File: config.mk
export PLATFORM = sky130hd
export DESIGN_NAME = spi_dac_master
export DESIGN_NICKNAME = d
export VERILOG_FILES = /design/src/rtl/spi_pkg.sv /design/src/rtl/spi_clk_gen.sv /design/src/rtl/spi_dac_master.sv
export SDC_FILE = /design/constraint.sdc
export NUM_CORES = 1
export LEC_CHECK = 0
export ABC_CLOCK_PERIOD_IN_PS = 1900
export CAP_MARGIN = 10
export CORE_AREA = 5 5 59 66
export CTS_CLUSTER_DIAMETER = 150
export DETAILED_ROUTE_END_ITERATION = 10
export DIE_AREA = 0 0 64 71
export GPL_TIMING_DRIVEN = 1
export PLACE_DENSITY_LB_ADDON = 0.3
export SETUP_SLACK_MARGIN = 0.02
export SYNTH_ARGS = -nofsm -noshare
export SYNTH_HDL_FRONTEND = slang
export SYNTH_SLANG_ARGS = --single-unit
File: constraint.sdc
create_clock -name i_clk -period 1.9 [get_ports i_clk]
set_input_delay 0.19 -clock i_clk [delete_from_list [all_inputs] [get_ports i_clk]]
set_output_delay 0.19 -clock i_clk [all_outputs]
set_load 0.05 [all_outputs]
File: src/rtl/spi_pkg.sv
// Shared types and helpers for the SPI DAC master.
package spi_pkg;

  typedef enum logic [2:0] {
    ST_IDLE,
    ST_SETUP,
    ST_SHIFT,
    ST_HOLD,
    ST_GAP
  } spi_state_e;

  // SPI mode encodings as {CPOL, CPHA}
  localparam logic [1:0] MODE0 = 2'b00;
  localparam logic [1:0] MODE1 = 2'b01;
  localparam logic [1:0] MODE2 = 2'b10;
  localparam logic [1:0] MODE3 = 2'b11;

  function automatic int spi_sel_w(input int n);
    return (n > 1) ? $clog2(n) : 1;
  endfunction

endpackage

File: src/rtl/spi_clk_gen.sv
// SCK divider: toggles sck every CLK_DIV clk cycles while enabled and flags
// which kind of edge (leading/trailing) the coming toggle produces.
module spi_clk_gen #(
  parameter int CLK_DIV = 5,
  parameter bit CPOL    = 1'b0
) (
  input  logic i_clk,
  input  logic i_rst_n,
  input  logic i_en,
  input  logic i_tgl_en,
  output logic o_tick,
  output logic o_sck,
  output logic o_lead_stb,
  output logic o_trail_stb
);
  localparam int DIV_W = $clog2(CLK_DIV + 1);

  logic [DIV_W-1:0] r_div;
  logic             r_sck;
  logic             w_wrap;

  assign w_wrap = (r_div == DIV_W'(CLK_DIV - 1));

  always_ff @(posedge i_clk) begin
    if (!i_rst_n || !i_en) begin
      r_div <= '0;
      r_sck <= CPOL;
    end else begin
      r_div <= w_wrap ? '0 : r_div + DIV_W'(1);
      if (w_wrap && i_tgl_en) r_sck <= ~r_sck;
    end
  end

  // Strobes fire in the cycle before the edge becomes visible on sck
  assign o_tick      = i_en & w_wrap;
  assign o_lead_stb  = o_tick & i_tgl_en & (r_sck == CPOL);
  assign o_trail_stb = o_tick & i_tgl_en & (r_sck != CPOL);
  assign o_sck       = r_sck;

endmodule

File: src/rtl/spi_dac_master.sv
// Write-only SPI master for DAC pins: valid/ready frame in, sck/mosi/cs_n out.
// Optional DAC load strobe (ldac_n) enabled by defining SPI_DAC_LDAC_EN.
module spi_dac_master
  import spi_pkg::*;
#(
  parameter int FRAME_W   = 16,
  parameter int CLK_DIV   = 5,
  parameter int N_CS      = 2,
  parameter bit CPOL      = 1'b0,
  parameter bit CPHA      = 1'b0,
  parameter bit MSB_FIRST = 1'b1,
  parameter int CS_GAP    = 2,
  localparam int SEL_W    = spi_sel_w(N_CS)
) (
  input  logic               i_clk,
  input  logic               i_rst_n,
  input  logic               i_tx_valid,
  output logic               o_tx_ready,
  input  logic [FRAME_W-1:0] i_tx_data,
  input  logic [SEL_W-1:0]   i_tx_cs_sel,
  output logic               o_busy,
  output logic               o_done,
  output logic               o_sck,
  output logic               o_mosi,
  output logic [N_CS-1:0]    o_cs_n
`ifdef SPI_DAC_LDAC_EN
  ,
  output logic               o_ldac_n
`endif
);
  localparam int         EDGE_W      = $clog2(2 * FRAME_W + 1);
  localparam logic [1:0] SPI_MODE    = {CPOL, CPHA};
  localparam bit         ADV_ON_LEAD = !((SPI_MODE == MODE0) || (SPI_MODE == MODE2));
`ifdef SPI_DAC_LDAC_EN
  // Stretch the gap so ldac_n is back high before the next cs_n fall
  localparam int GAP_LEN = (CS_GAP > CLK_DIV + 1) ? CS_GAP : CLK_DIV + 1;
`else
  localparam int GAP_LEN = CS_GAP;
`endif

  spi_state_e         r_state, w_next;
  logic [FRAME_W-1:0] r_sh;
  logic [SEL_W-1:0]   r_sel;
  logic [EDGE_W-1:0]  r_edge;
  logic [GAP_LEN-1:0] r_gap;
  logic               r_rdy, r_mosi, r_done;
  logic               w_hs, w_sel_ok, w_en, w_tgl_en;
  logic               w_tick, w_lead, w_trail, w_last, w_adv;

  function automatic logic first_bit(input logic [FRAME_W-1:0] d);
    return MSB_FIRST ? d[FRAME_W-1] : d[0];
  endfunction

  function automatic logic [FRAME_W-1:0] shift_out(input logic [FRAME_W-1:0] d);
    return MSB_FIRST ? {d[FRAME_W-2:0], 1'b0} : {1'b0, d[FRAME_W-1:1]};
  endfunction

  assign w_hs     = i_tx_valid & r_rdy;
  assign w_sel_ok = (int'(i_tx_cs_sel) < N_CS);
  assign w_en     = (r_state == ST_SETUP) || (r_state == ST_SHIFT) || (r_state == ST_HOLD);
  assign w_tgl_en = (r_state == ST_SETUP) || (r_state == ST_SHIFT);
  assign w_last   = (r_edge == EDGE_W'(2 * FRAME_W - 1));
  // CPHA=0 never advances on the final trailing edge so mosi holds the last bit
  assign w_adv    = ADV_ON_LEAD ? w_lead : (w_trail & ~w_last);

  spi_clk_gen #(
    .CLK_DIV (CLK_DIV),
    .CPOL    (CPOL)
  ) u_clk_gen (
    .i_clk       (i_clk),
    .i_rst_n     (i_rst_n),
    .i_en        (w_en),
    .i_tgl_en    (w_tgl_en),
    .o_tick      (w_tick),
    .o_sck       (o_sck),
    .o_lead_stb  (w_lead),
    .o_trail_stb (w_trail)
  );

  always_ff @(posedge i_clk) begin
    if (!i_rst_n) r_state <= ST_IDLE;
    else          r_state <= w_next;
  end

  always_comb begin
    w_next = r_state;
    o_cs_n = '1;
    if (w_en) o_cs_n[r_sel] = 1'b0;
    case (r_state)
      ST_IDLE:  if (w_hs && w_sel_ok) w_next = ST_SETUP;
      ST_SETUP: if (w_tick) w_next = ST_SHIFT;
      ST_SHIFT: if (w_tick && w_last) w_next = ST_HOLD;
      ST_HOLD:  if (w_tick) w_next = ST_GAP;
      ST_GAP:   if (r_gap[GAP_LEN-1]) w_next = ST_IDLE;
      default:  w_next = ST_IDLE;
    endcase
  end

  always_ff @(posedge i_clk) begin
    if (!i_rst_n) begin
      r_rdy  <= 1'b0;
      r_done <= 1'b0;
      r_mosi <= 1'b0;
      r_sh   <= '0;
      r_sel  <= '0;
      r_edge <= '0;
      r_gap  <= '0;
    end else begin
      r_rdy  <= (w_next == ST_IDLE);
      r_done <= (r_state == ST_HOLD) && w_tick;
      if (r_state == ST_IDLE && w_hs && w_sel_ok) begin
        r_sel  <= i_tx_cs_sel;
        r_edge <= '0;
        if (ADV_ON_LEAD) begin
          r_sh <= i_tx_data;
        end else begin
          r_mosi <= first_bit(i_tx_data);
          r_sh   <= shift_out(i_tx_data);
        end
      end
      if (w_adv) begin
        r_mosi <= first_bit(r_sh);
        r_sh   <= shift_out(r_sh);
      end
      if (w_lead || w_trail) r_edge <= r_edge + EDGE_W'(1);
      // One-hot gap timer: bit k set during the k-th GAP cycle
      if (r_state == ST_HOLD && w_tick) begin
        r_mosi <= 1'b0;
        r_gap  <= GAP_LEN'(1);
      end else if (r_state == ST_GAP) begin
        r_gap <= r_gap << 1;
      end
    end
  end

  assign o_tx_ready = r_rdy;
  assign o_busy     = (r_state != ST_IDLE);
  assign o_done     = r_done;
  assign o_mosi     = r_mosi;

`ifdef SPI_DAC_LDAC_EN
  assign o_ldac_n = ~((r_state == ST_GAP) && (|r_gap[CLK_DIV:1]));
`endif

endmodule

==> out/metrics.cfg <==
[status]
status = finished clean

[synth]
yosysSeqAreaShare = 0.431
yosysTopAreaCell = dfxtp_1
syn_area_um2 = 1580
syn_nets = 218
ys_ff_latch = 34
ys_types = 42
synth-async-reset-ratio = 0
synth_ff_type = dfxtp_1
synth_top_area_frac = 0.431
synth_area_leaders = dfxtp_1, nand2_1, a31oi_1
synth_cells = 195
syn_avg_cell_area_um2 = 8.10
yosysWarnings = 0
synth_edf_count = 0

[cells_and_area]
drive_above_1_share = 0.0946
nets = 244
fillers = 296
final_common_cell = nand2_1
stdcell_count = 258
antenna_cells = 0
area_growth_pct = 22.4
fin_util = 0.600
mostFrequentLayoutCells = nand2_1, dfxtp_1, clkdlybuf4s50_1

[die]
die_h_um = 71
dieArea_um2 = 4540
start_util = 0.490
num_io_pins = 27
dieWidth_um = 64
rows = 22
core-area_um2 = 3220

[setup_path]
rr_endpoint = r_edge[4]
worst-path-buf-inv = 1
end_kind = output port
crit_family = buffers and inverters
worst_setup_path_start_kind = register
reg2reg_depth = 6
worstPathMaxFanout = 4
arrival_ns = 1.58
path_class = reg2out
critical-path-max-stage-delay_ns = 0.83
rrSetupSlack_ns = 0.21
required_ns = 1.71
reg2reg_from = u_clk_gen.r_div[0]
slowest_stage = clkdlybuf4s50_1
path_cells = clkdlybuf4s50_1

[sta]
tightest_slew_ns = 0.586
finalCritPeriodShare = 0.930
post-route-min-period_ns = 1.77
hold_viol_final = 0
report.final.slew_viol_count = 0
clock.fmax_mhz = 566
setup_tns_ns = 0
skew_ns = 0.00429
hold_ws_ns = 0.381
relSlewSlack = 0.610
finalSetupViolCount = 0
rsz0062_at_grt = false

[clock_network]
cts_hold_buf = 0
clock_sinks = 34
path_clk_slew_ns = 0.10
cts_buffers = 5
cts_tree = done
insertion_delay_ns = 0.34
cts_resized = 0
root_buffer = clkbuf_4
cts_setup_buffers = 0
cts_buffer_depth = 2
htree_levels = 2

[drt]
routedWlPerCell_um = 13.6
wirelength_mm = 3.51
drc = 0
vias = 1442
ant_nets = 0
drt_iter0_markers = 68
vias_per_cell = 5.59
drt_pass1_iterations = 4

[global_routing]
antenna_found_initial = 0
grt_pass1_wl_mm = 5.95
grtUsageTotal = 0.165
grt_overflow = 0
grt_pass1_vias = 1386
grt_max_degree = 32

[hold_path]
hold_depth = 3
whs_endpoint = r_sh[1]
hp-class = in2reg
min-delay-start = i_tx_data[0]

[pwr]
p_leak_nw = 0.695
peakVddDrop_mv = 0.471
finalPower_w = 0.00135
power.density_nw_per_um2 = 700

[place]
place_congestion = 0.892
port-buffer-count = 26
dp.cells = 250
dp_hpwl_mm = 2.60

[flow_run]
drv_cap = 0

==> how the worst max path moves through the flow <==
stage / from / to / slack, ns / depth (start not counted)
floorplan: r_state[0] / r_sh[13] / 0.24 / 7
global route: u_clk_gen.o_sck / o_sck / 0.07 / 1
finish: u_clk_gen.o_sck / o_sck / 0.13 / 1
CTS: u_clk_gen.o_sck / o_sck / 0.1 / 1
global placement: i_tx_valid / r_edge[4] / 0.30 / 5
detailed placement: i_tx_valid / r_edge[4] / 0.24 / 5
==> where the power goes <==
| part | internal (W) | switching, W |
|---|---|---|
| Sequential | 0.000736 | 0.0000108 |
| Combinational | 0.0000846 | 0.000102 |
| Clock | 0.000179 | 0.000242 |
| Total | 0.00100 | 0.000354 |
==> registers in the layout (all words and copies together) (netlist names) <==
| register | flops |
|---|---|
| r_sh | 15 |
| r_edge | 6 |
| u_clk_gen.r_div | 3 |
| u_clk_gen.o_sck | 1 |
| r_gap | 2 |
| o_done | 1 |
| o_tx_ready | 1 |
| o_mosi | 1 |
| r_state | 3 |
| r_sel | 1 |
==> kinds of logic (layout without fill, tap and decap cells) <==
kind of cell,count (synthesis),count (layout),synth area share
compound gates,52,52,0.209
buf+inv,19,46,0.0594
xor+xnor,4,4,0.0222
flops,34,34,0.431
mux,2,2,0.0127
fa+ha+maj,3,3,0.0238
simple gates,81,81,0.242
==> routing by layer <==
metal / share of wire / GRT usage / up-vias
met3: 0.047 / 0.0571 / 10
met1: 0.42 / 0.179 / 670
li1: - / - / 730
met2: 0.51 / 0.277 / 32
met4: 0.025 / 0.0924 / 0
met5: 0 / 0 / -
==> cell usage after synthesis (all sizes together) (3+ instances only) <==
master and count:
clkbuf 8, or3 4, ha 3, o21ai 19
inv 5, a31oi 17, nand2 43, dfxtp 34
nand3 6, a21oi 5, nor2 10, buf 6
nor2b 3
==> metrics by stage <==
step	worst slack [ns]	instance area, µm²
after floorplan	0.239	1580
after global placement	0.295	1870
after detailed placement	0.241	1870
after CTS	0.0994	1930
after global routing	0.0673	1930
final	0.133	1930
==> area by class of cell <==
| type | instances | area [µm²] | share of cell area |
|---|---|---|---|
| clock inverter | 1 | 5.00 | 0.00259 |
| clock buffer | 7 | 55.1 | 0.0285 |
| tap | 36 | 45.0 | 0.0233 |
| inverter | 5 | 18.8 | 0.00971 |
| timing repair buffer | 33 | 318 | 0.164 |
| multi-input combinational | 142 | 811 | 0.419 |
| sequential | 34 | 681 | 0.352 |
Note: power is estimated with default switching activity, not from simulation.
